--- config.mk ---
export PLATFORM = sky130hd
export DESIGN_NAME = fetch_sequencer
export DESIGN_NICKNAME = d
export VERILOG_FILES = /design/src/rtl/fetch_sequencer.sv
export SDC_FILE = /design/constraint.sdc
export NUM_CORES = 1
export LEC_CHECK = 0
export CAP_MARGIN = 40
export CORE_UTILIZATION = 57
export DETAILED_ROUTE_END_ITERATION = 6
export PLACE_DENSITY = 0.77
export SETUP_SLACK_MARGIN = 0.05
export SLEW_MARGIN = 40
export SYNTH_ARGS = -nofsm -noshare
export SYNTH_HDL_FRONTEND = slang
export SYNTH_SLANG_ARGS = --single-unit
--- constraint.sdc ---
create_clock -name clk -period 4.2 [get_ports clk]
set_input_delay 0.63 -clock clk [delete_from_list [all_inputs] [get_ports clk]]
set_output_delay 0.63 -clock clk [all_outputs]
set_load 0.01 [all_outputs]
--- src/rtl/fetch_sequencer.sv ---
// Instruction fetch sequencer: drives the instruction-memory address,
// hands words to the decoder and resolves branches, calls and returns.
module fetch_sequencer #(
    parameter logic [11:0] RESET_PC    = 12'h000,
    parameter int unsigned STACK_DEPTH = 8
) (
    input  logic        clk,
    input  logic        rst,
    input  logic        start,
    output logic [11:0] pc_out,
    input  logic [18:0] mem_instr,
    output logic [18:0] instr_out,
    output logic        instr_valid,
    input  logic        instr_ready,
    input  logic        flag_z,
    input  logic        flag_c,
    input  logic        flags_valid,
    output logic        fault,
    output logic [1:0]  fault_code,
    output logic [3:0]  depth
);

    localparam int AW = (STACK_DEPTH > 1) ? $clog2(STACK_DEPTH) : 1;
    localparam logic [3:0] FULL = 4'(STACK_DEPTH);

    typedef enum logic [1:0] {
        S_IDLE,
        S_ISSUE,
        S_BR_WAIT,
        S_FAULT
    } state_t;

    state_t      state_q, state_d;
    logic [11:0] pc_q, pc_d;
    logic [3:0]  depth_q, depth_d;
    logic [1:0]  code_q, code_d;
    logic [1:0]  cond_q, cond_d;
    logic [7:0]  off_q, off_d;
    logic        push;
    logic        br_taken;
    logic [11:0] stk_q [0:STACK_DEPTH-1];

    logic        handoff;
    logic        is_br, is_jmp, is_jsb, is_ret;
    logic        stk_full, stk_empty;
    logic [11:0] pc_inc;
    logic [11:0] br_off;

    assign handoff   = (state_q == S_ISSUE) & instr_ready;
    assign is_br     = mem_instr[18:16] == 3'b101;
    assign is_jmp    = mem_instr[18:14] == 5'b11100;
    assign is_jsb    = mem_instr[18:14] == 5'b11101;
    assign is_ret    = mem_instr[18:13] == 6'b111100;
    assign stk_full  = depth_q == FULL;
    assign stk_empty = depth_q == 4'd0;
    assign pc_inc    = pc_q + 12'd1;
    assign br_off    = {{4{off_q[7]}}, off_q};

    // State and datapath registers, cleared asynchronously
    always_ff @(posedge clk or posedge rst) begin
        if (rst) begin
            state_q <= S_IDLE;
            pc_q    <= RESET_PC;
            depth_q <= 4'd0;
            code_q  <= 2'b00;
            cond_q  <= 2'b00;
            off_q   <= 8'd0;
        end else begin
            state_q <= state_d;
            pc_q    <= pc_d;
            depth_q <= depth_d;
            code_q  <= code_d;
            cond_q  <= cond_d;
            off_q   <= off_d;
        end
    end

    // Return stack storage; contents are irrelevant after reset
    always_ff @(posedge clk) begin
        if (push) begin
            stk_q[AW'(depth_q)] <= pc_inc;
        end
    end

    // Branch condition from the held branch word and current flags
    always_comb begin
        br_taken = 1'b0;
        unique case (cond_q)
            2'b00: br_taken = flag_z;
            2'b01: br_taken = !flag_z;
            2'b10: br_taken = flag_c;
            2'b11: br_taken = !flag_c;
        endcase
    end

    // Next-state logic
    always_comb begin
        state_d = state_q;
        unique case (state_q)
            S_IDLE: begin
                if (start) state_d = S_ISSUE;
            end
            S_ISSUE: begin
                if (handoff) begin
                    if (is_br) state_d = S_BR_WAIT;
                    else if (is_jsb && stk_full) state_d = S_FAULT;
                    else if (is_ret && stk_empty) state_d = S_FAULT;
                end
            end
            S_BR_WAIT: begin
                if (flags_valid) state_d = S_ISSUE;
            end
            S_FAULT: state_d = S_FAULT;
        endcase
    end

    // Datapath next values: pc, stack, held branch and fault code
    always_comb begin
        pc_d    = pc_q;
        depth_d = depth_q;
        code_d  = code_q;
        cond_d  = cond_q;
        off_d   = off_q;
        push    = 1'b0;
        unique case (state_q)
            S_IDLE: begin
                if (start) pc_d = RESET_PC;
            end
            S_ISSUE: begin
                if (handoff) begin
                    if (is_br) begin
                        cond_d = mem_instr[15:14];
                        off_d  = mem_instr[7:0];
                    end else if (is_jmp) begin
                        pc_d = mem_instr[11:0];
                    end else if (is_jsb) begin
                        if (!stk_full) begin
                            push    = 1'b1;
                            depth_d = depth_q + 4'd1;
                            pc_d    = mem_instr[11:0];
                        end else begin
                            code_d = 2'b01;
                        end
                    end else if (is_ret) begin
                        if (!stk_empty) begin
                            pc_d    = stk_q[AW'(depth_q - 4'd1)];
                            depth_d = depth_q - 4'd1;
                        end else begin
                            code_d = 2'b10;
                        end
                    end else begin
                        pc_d = pc_inc;
                    end
                end
            end
            S_BR_WAIT: begin
                if (flags_valid) pc_d = br_taken ? pc_inc + br_off : pc_inc;
            end
            S_FAULT: pc_d = pc_q;
        endcase
    end

    // Outputs decoded from state and registers
    always_comb begin
        pc_out      = pc_q;
        instr_out   = mem_instr;
        instr_valid = state_q == S_ISSUE;
        fault       = state_q == S_FAULT;
        fault_code  = code_q;
        depth       = depth_q;
    end

endmodule

; ---- Yosys cells after proc, flatten, opt, wreduce, memory -nomap -nowiden
; Memory sizes are Yosys's and may differ from the RTL's.
; Cells that the tools add are included.
[totals]
word_cells = 85
output_inout_bits = 39
mem_count = 1
inputBits = 26
reg_bits = 30
mem_bits_rw = 96
[classes]
bitwise_logic = 4
addsub = 4
mux = 35
n_reduce_logical = 14
eq_ne = 21
[memory_table]
columns = name, words, word_bits, read_ports, rd_clocked_by_memory_dff, wr, line_no
row1 = stk_q, 8, 12, 1, 0, 1, 41  ; logic [11:0] stk_q [0:STACK_DEPTH-1];
[ops]
columns = operator, n
row1 = $mux 12, 10
row2 = $pmux 12 s3, 1
row3 = $reduce_and 7->1, 3
row4 = $mux 2, 10
row5 = $mux 4, 4
row6 = $add 12x1->12 const B, 1
row7 = $add 12x12->12, 1
row8 = $eq 5x5->1 const B, 2
row9 = $ne 2x2->1 const B, 5
row10 = $eq 2x2->1 const B, 4
row11 = $mux 1, 8
row12 = $pmux 2 s4, 1
row13 = $eq 6x6->1 const B, 1
row14 = $ne 5x5->1 const B, 1
row15 = $add 4x1->4 const B, 1
row16 = $eq 2x1->1 const B, 2
row17 = $eq 4x4->1 const B, 1
row18 = $logic_not 2->1, 2
row19 = $logic_not 4->1, 1
row20 = $ne 2x1->1 const B, 2
row21 = $ne 4x1->1 const B, 1
row22 = $ne 4x4->1 const B, 1
row23 = $pmux 1 s4, 1
row24 = $reduce_and 4->1, 1
row25 = 8 further kinds, 13

; ---- Logic depth before layout (Yosys ltp)
[logic_depth]
ltp_word = 9
ltp_mapped = 12
ltp_nobuf = 12

; ---- Least setup slack after synthesis
; OpenSTA, ideal clock, no wires.
[synth_timing]
path_kind = register -> register
startpoint = register depth_q[0], in the netlist depth[0]
endpoint = memory stk_q[1][0] (enable)
path_stages_with_launch = 10
setup_ns = 0.396
path_slack_ns = 1.121
arrival_time_ns = 2.683
path_cell_list = dfrtp_1 -> buf_6 -> buf_2 -> inv_1 -> ha_1 -> nor2b_1 -> clkbuf_1 -> nand2_1 -> nand4_1 -> nor3_1
[synth_between]
elab_chain_cells = 9
[synth_lines]
columns = element, line_no
row1 = "start, declared", 35  ; logic [3:0] depth_q, depth_d;
row2 = "start signal, assigned", 71  ; depth_q <= depth_d;
row3 = $eq 4x4->1, 54  ; assign stk_full = depth_q == FULL;
row4 = $mux 1, 137  ; if (!stk_full) begin
row5 = $mux 1, 136  ; end else if (is_jsb) begin
row6 = $mux 1, 134  ; end else if (is_jmp) begin
row7 = $mux 1, 131  ; if (is_br) begin
row8 = $mux 1, 130  ; if (handoff) begin
row9 = $mux 1, 125  ; unique case (state_q)
row10 = $mux 1, 80  ; if (push) begin
row11 = $mux 1 (implied by the code), 81  ; stk_q[AW'(depth_q)] <= pc_inc;
row12 = "end, declared", 41
; Several ways; a longest one is shown, not always the timed one.

; ---- Final worst setup path
[layout_timing]
startpoint = register pc_q[0], in the netlist pc_out[0]
endpoint = register pc_q[11], in the netlist pc_out[11]
[layout_rtl]
columns = element, line_no
row1 = "start, declared", 34  ; logic [11:0] pc_q, pc_d;
row2 = "start signal, assigned", 70  ; pc_q <= pc_d;
row3 = $add 12x1->12, 56  ; assign pc_inc = pc_q + 12'd1;
row4 = named net pc_inc[10], 46  ; logic [11:0] pc_inc;
row5 = $add 12x12->12, 157  ; if (flags_valid) pc_d = br_taken ? pc_inc + br_off : pc_inc;
row6 = $mux 12 (2 in a row), 157
row7 = $pmux 12 s3, 125
; The timed path passes the listed nets, and every way through them passes these cells. The select of a mux whose other input is x is not followed.
; A chain may end at the register's enable or synchronous reset.

==> summary.md <==
| Metric | Value |
|---|---|
| Clk_skew | `0.0119 ns` |
| Crit Path Category | `register to register` |
| Setup_tns | `0 ns` |
| Cell with the most instances after synthesis | `edfxtp_1` |
| Ports | `65` |
| Multiplexer share of the synthesized area | `0.113` |
| Placer's final routability congestion estimate | `0.949` |
| Die ar. | `11800 µm²` |
| Row Count | `38` |
| Port Buffers | `62` |
| Core area | `11000 µm²` |
| Top cell type's share of synthesized area | `0.444` |
| Htree depth | `4` |
| First-pass GRT wire length | `26.2 mm` |
| Upper clock frequency limit | `298 MHz` |
| GR Overflow Total | `0` |
| Setup violations, final | `0` |
| CTS tree | `built` |
| Max incr delay on CP | `0.51 ns` |
| Tot Pwr | `4410 µW` |
| Sequential area share after synthesis | `0.559` |
| Syn_nets | `553` |
| Final Max Slew Viols | `0` |
| Worst IR drop on VDD | `387 µV` |
| All-layer global routing usage | `0.313` |
| Hold Slack | `0.516 ns` |
| Area grow syn2layout | `20.2%` |
| Vias in the first global route | `4637` |
| Min cycle time layout | `3.35 ns` |
| Synth Area in XOR/XNOR | `0.0350` |
| Post-Synth Simple-Gate Area | `0.107` |
| Nets | `614` |
| Maxcap violations | `0` |
| CP max FO | `9` |
| P_leak | `0.00294 µW` |
| Worst min-delay path class | `register to register` |
| Worst-skew pair later-pin latency | `0.42 ns` |
| Crit path buffers/inverters | `1` |
| Syn avg cell area | `12.9 µm²` |
| Slew at the pin closest to its max-slew limit | `0.790 ns` |
| Post-synth ARST share | `0.238` |
| WL/cell | `23.8 µm` |
| Top FF cell, synth | `edfxtp_1` |
| Max clock buf depth | `2` |
| PwrDens | `565 nW/µm²` |
| Vias | `4699` |
| Final hold viol count | `0` |
| Synth warn | `0` |
| Setup bufs post-CTS | `0` |
| Routed WL | `17.1 mm` |
| Post-synthesis adder-cell area fraction | `0.0435` |
| Syn Inst Count | `505` |
| RSZ-0062 raised after global routing | `no` |
| Cell class contributing the biggest share of worst-path delay | `compound AO/OA/AOI/OAI gates` |
| Slowest CP cell | `a311oi_1` |
| DIE WIDTH | `109 µm` |
| CTS resizes | `0` |
| DRT iter0 DRCs | `668` |
| Synth area leaders | `edfxtp_1, dfrtp_1, mux4_2` |
| Number of buffers created by CTS | `17` |
| Clock transition at the registers of the reported paths | `0.06 ns` |
| Die Height | `109 µm` |
| Starting Density | `0.592` |
| Initial antenna violation count | `0` |
| Final period util | `0.798` |
| Setup crit end kind | `register` |
| Diode count | `0` |
| Crit path cell chain | `ha_1 > nand3_1 > nor3_1 > xnor2_1 > inv_1 > ha_1 > o21ai_0 > nand3b_1 > o21ai_0 > a311oi_1 > or2_0 > o211ai_1` |
| Main combinational cell family by area after synthesis | `multiplexers` |
| Status | `completed` |
| Cts hold-fix bufs | `0` |
| Synth cell count leaders | `edfxtp_1, nand2_1, dfrtp_1` |
| Dominant cell type by area after synthesis | `edfxtp_1` |
| Vias per std cell | `6.54` |
| Synth Area in Compound Gates | `0.0934` |
| DR pass1 iterations | `7` |
| Slew margin rel. | `0.473` |
| Data arrival, critical path | `3.63 ns` |
| Final antenna-violating net count | `0` |
| Post-route cell area | `7810 µm²` |
| Post-synth cell types | `58` |
| CTS sink count | `126` |
| #FFs+latches synth | `126` |
| # DRC | `0` |
| Share of cells above drive strength 1 | `0.162` |
| Post-synth EDFFs | `96` |
| DP Area | `7210 µm²` |
| Largest net degree at the start of global routing | `29` |
| Startpoint class of the critical path | `register` |
| Mapped Area | `6500 µm²` |
| Crit path required time | `4.48 ns` |
| Root Driver | `clkbuf_16` |
| HPWL after DPL | `11.2 mm` |
## placed cells by master, fill, tap and decap left out, drive strengths merged, types with 5 or more instances in the layout
cell            n
o21ai          19
dfrtp          30
clkbuf         18
a31oi           7
clkdlybuf4s50  62
nor4            5
mux2           11
ha             21
nand2          56
a311oi          6
xnor2          17
nand3          20
inv            18
edfxtp         96
mux4           24
clkinv          6
nor2           23
mux2i           7
buf            21
nor3            7
and3            6
xor2            9
o211ai          7
a21oi          23
## through the flow
step	util	instances	setup slack, ns
finish	0.711	719	0.850
global route	0.711	719	0.704
CTS	0.710	719	1.00
detailed placement	0.656	687	1.04
global placement	0.655	687	1.04
floorplan	-	505	1.12
## state kept, by name, summed over array words and instances (netlist names)
| signal | cells |
|---|---|
| stk_q | 96 |
| off_q | 8 |
| state_q | 2 |
| fault_code | 2 |
| depth | 4 |
| pc_out | 12 |
| cond_q | 2 |
## routing by layer
metal | routed length (µm) | vias to the layer above | track usage
met4 | 588 | 0 | 0.136
li1 | - | 2034 | -
met3 | 2060 | 66 | 0.0932
met5 | 0 | - | 0
met1 | 6560 | 2255 | 0.426
met2 | 7910 | 344 | 0.468
## kinds of logic (layout without fill, tap and decap cells)
group,Yosys count,count (layout)
buffers and inverters,56,130
adder cells (fa/ha/maj),22,22
flip-flops,126,126
multiplexers,42,42
AO/OA/AOI/OAI,90,90
XOR/XNOR,26,26
AND/OR/NAND/NOR,143,143
## where the power goes
| group | switching [µW] | leakage [µW] | internal (µW) |
|---|---|---|---|
| combinational | 782 | 0.00136 | 585 |
| clock | 550 | 0.000284 | 932 |
| sequential | 98.7 | 0.00130 | 1470 |
| total | 1430 | 0.00294 | 2980 |
## worst paths after layout
check,end,slack (ns),startpoint,cells past startpoint
setup / recovery,pc_out[11],0.85,pc_out[0],12
hold / removal,fault_code[1],0.52,fault_code[1],2
setup reg to reg,pc_out[11],0.85,pc_out[0],12
hold reg to reg,fault_code[1],0.52,fault_code[1],2
max in group asynchronous,off_q[6],2.95,rst,3
min in group asynchronous,cond_q[0],0.57,rst,2
## cell type report
cell class                 count  area [µm²]
clock buffer                  18         429
multi-input combinational    323        2570
timing repair buffer          83         778
sequential                   126        3630
clock inverter                14         165
fill                         721        3170
inverter                      15        56.3
tap                          140         175
## tightest hold or removal path: stages, from the launching register on
cell and delay, ns:
dfrtp_1 0.37, nand2_1 0.05, o21ai_0 0.06
(Power assumes the default switching activity.)
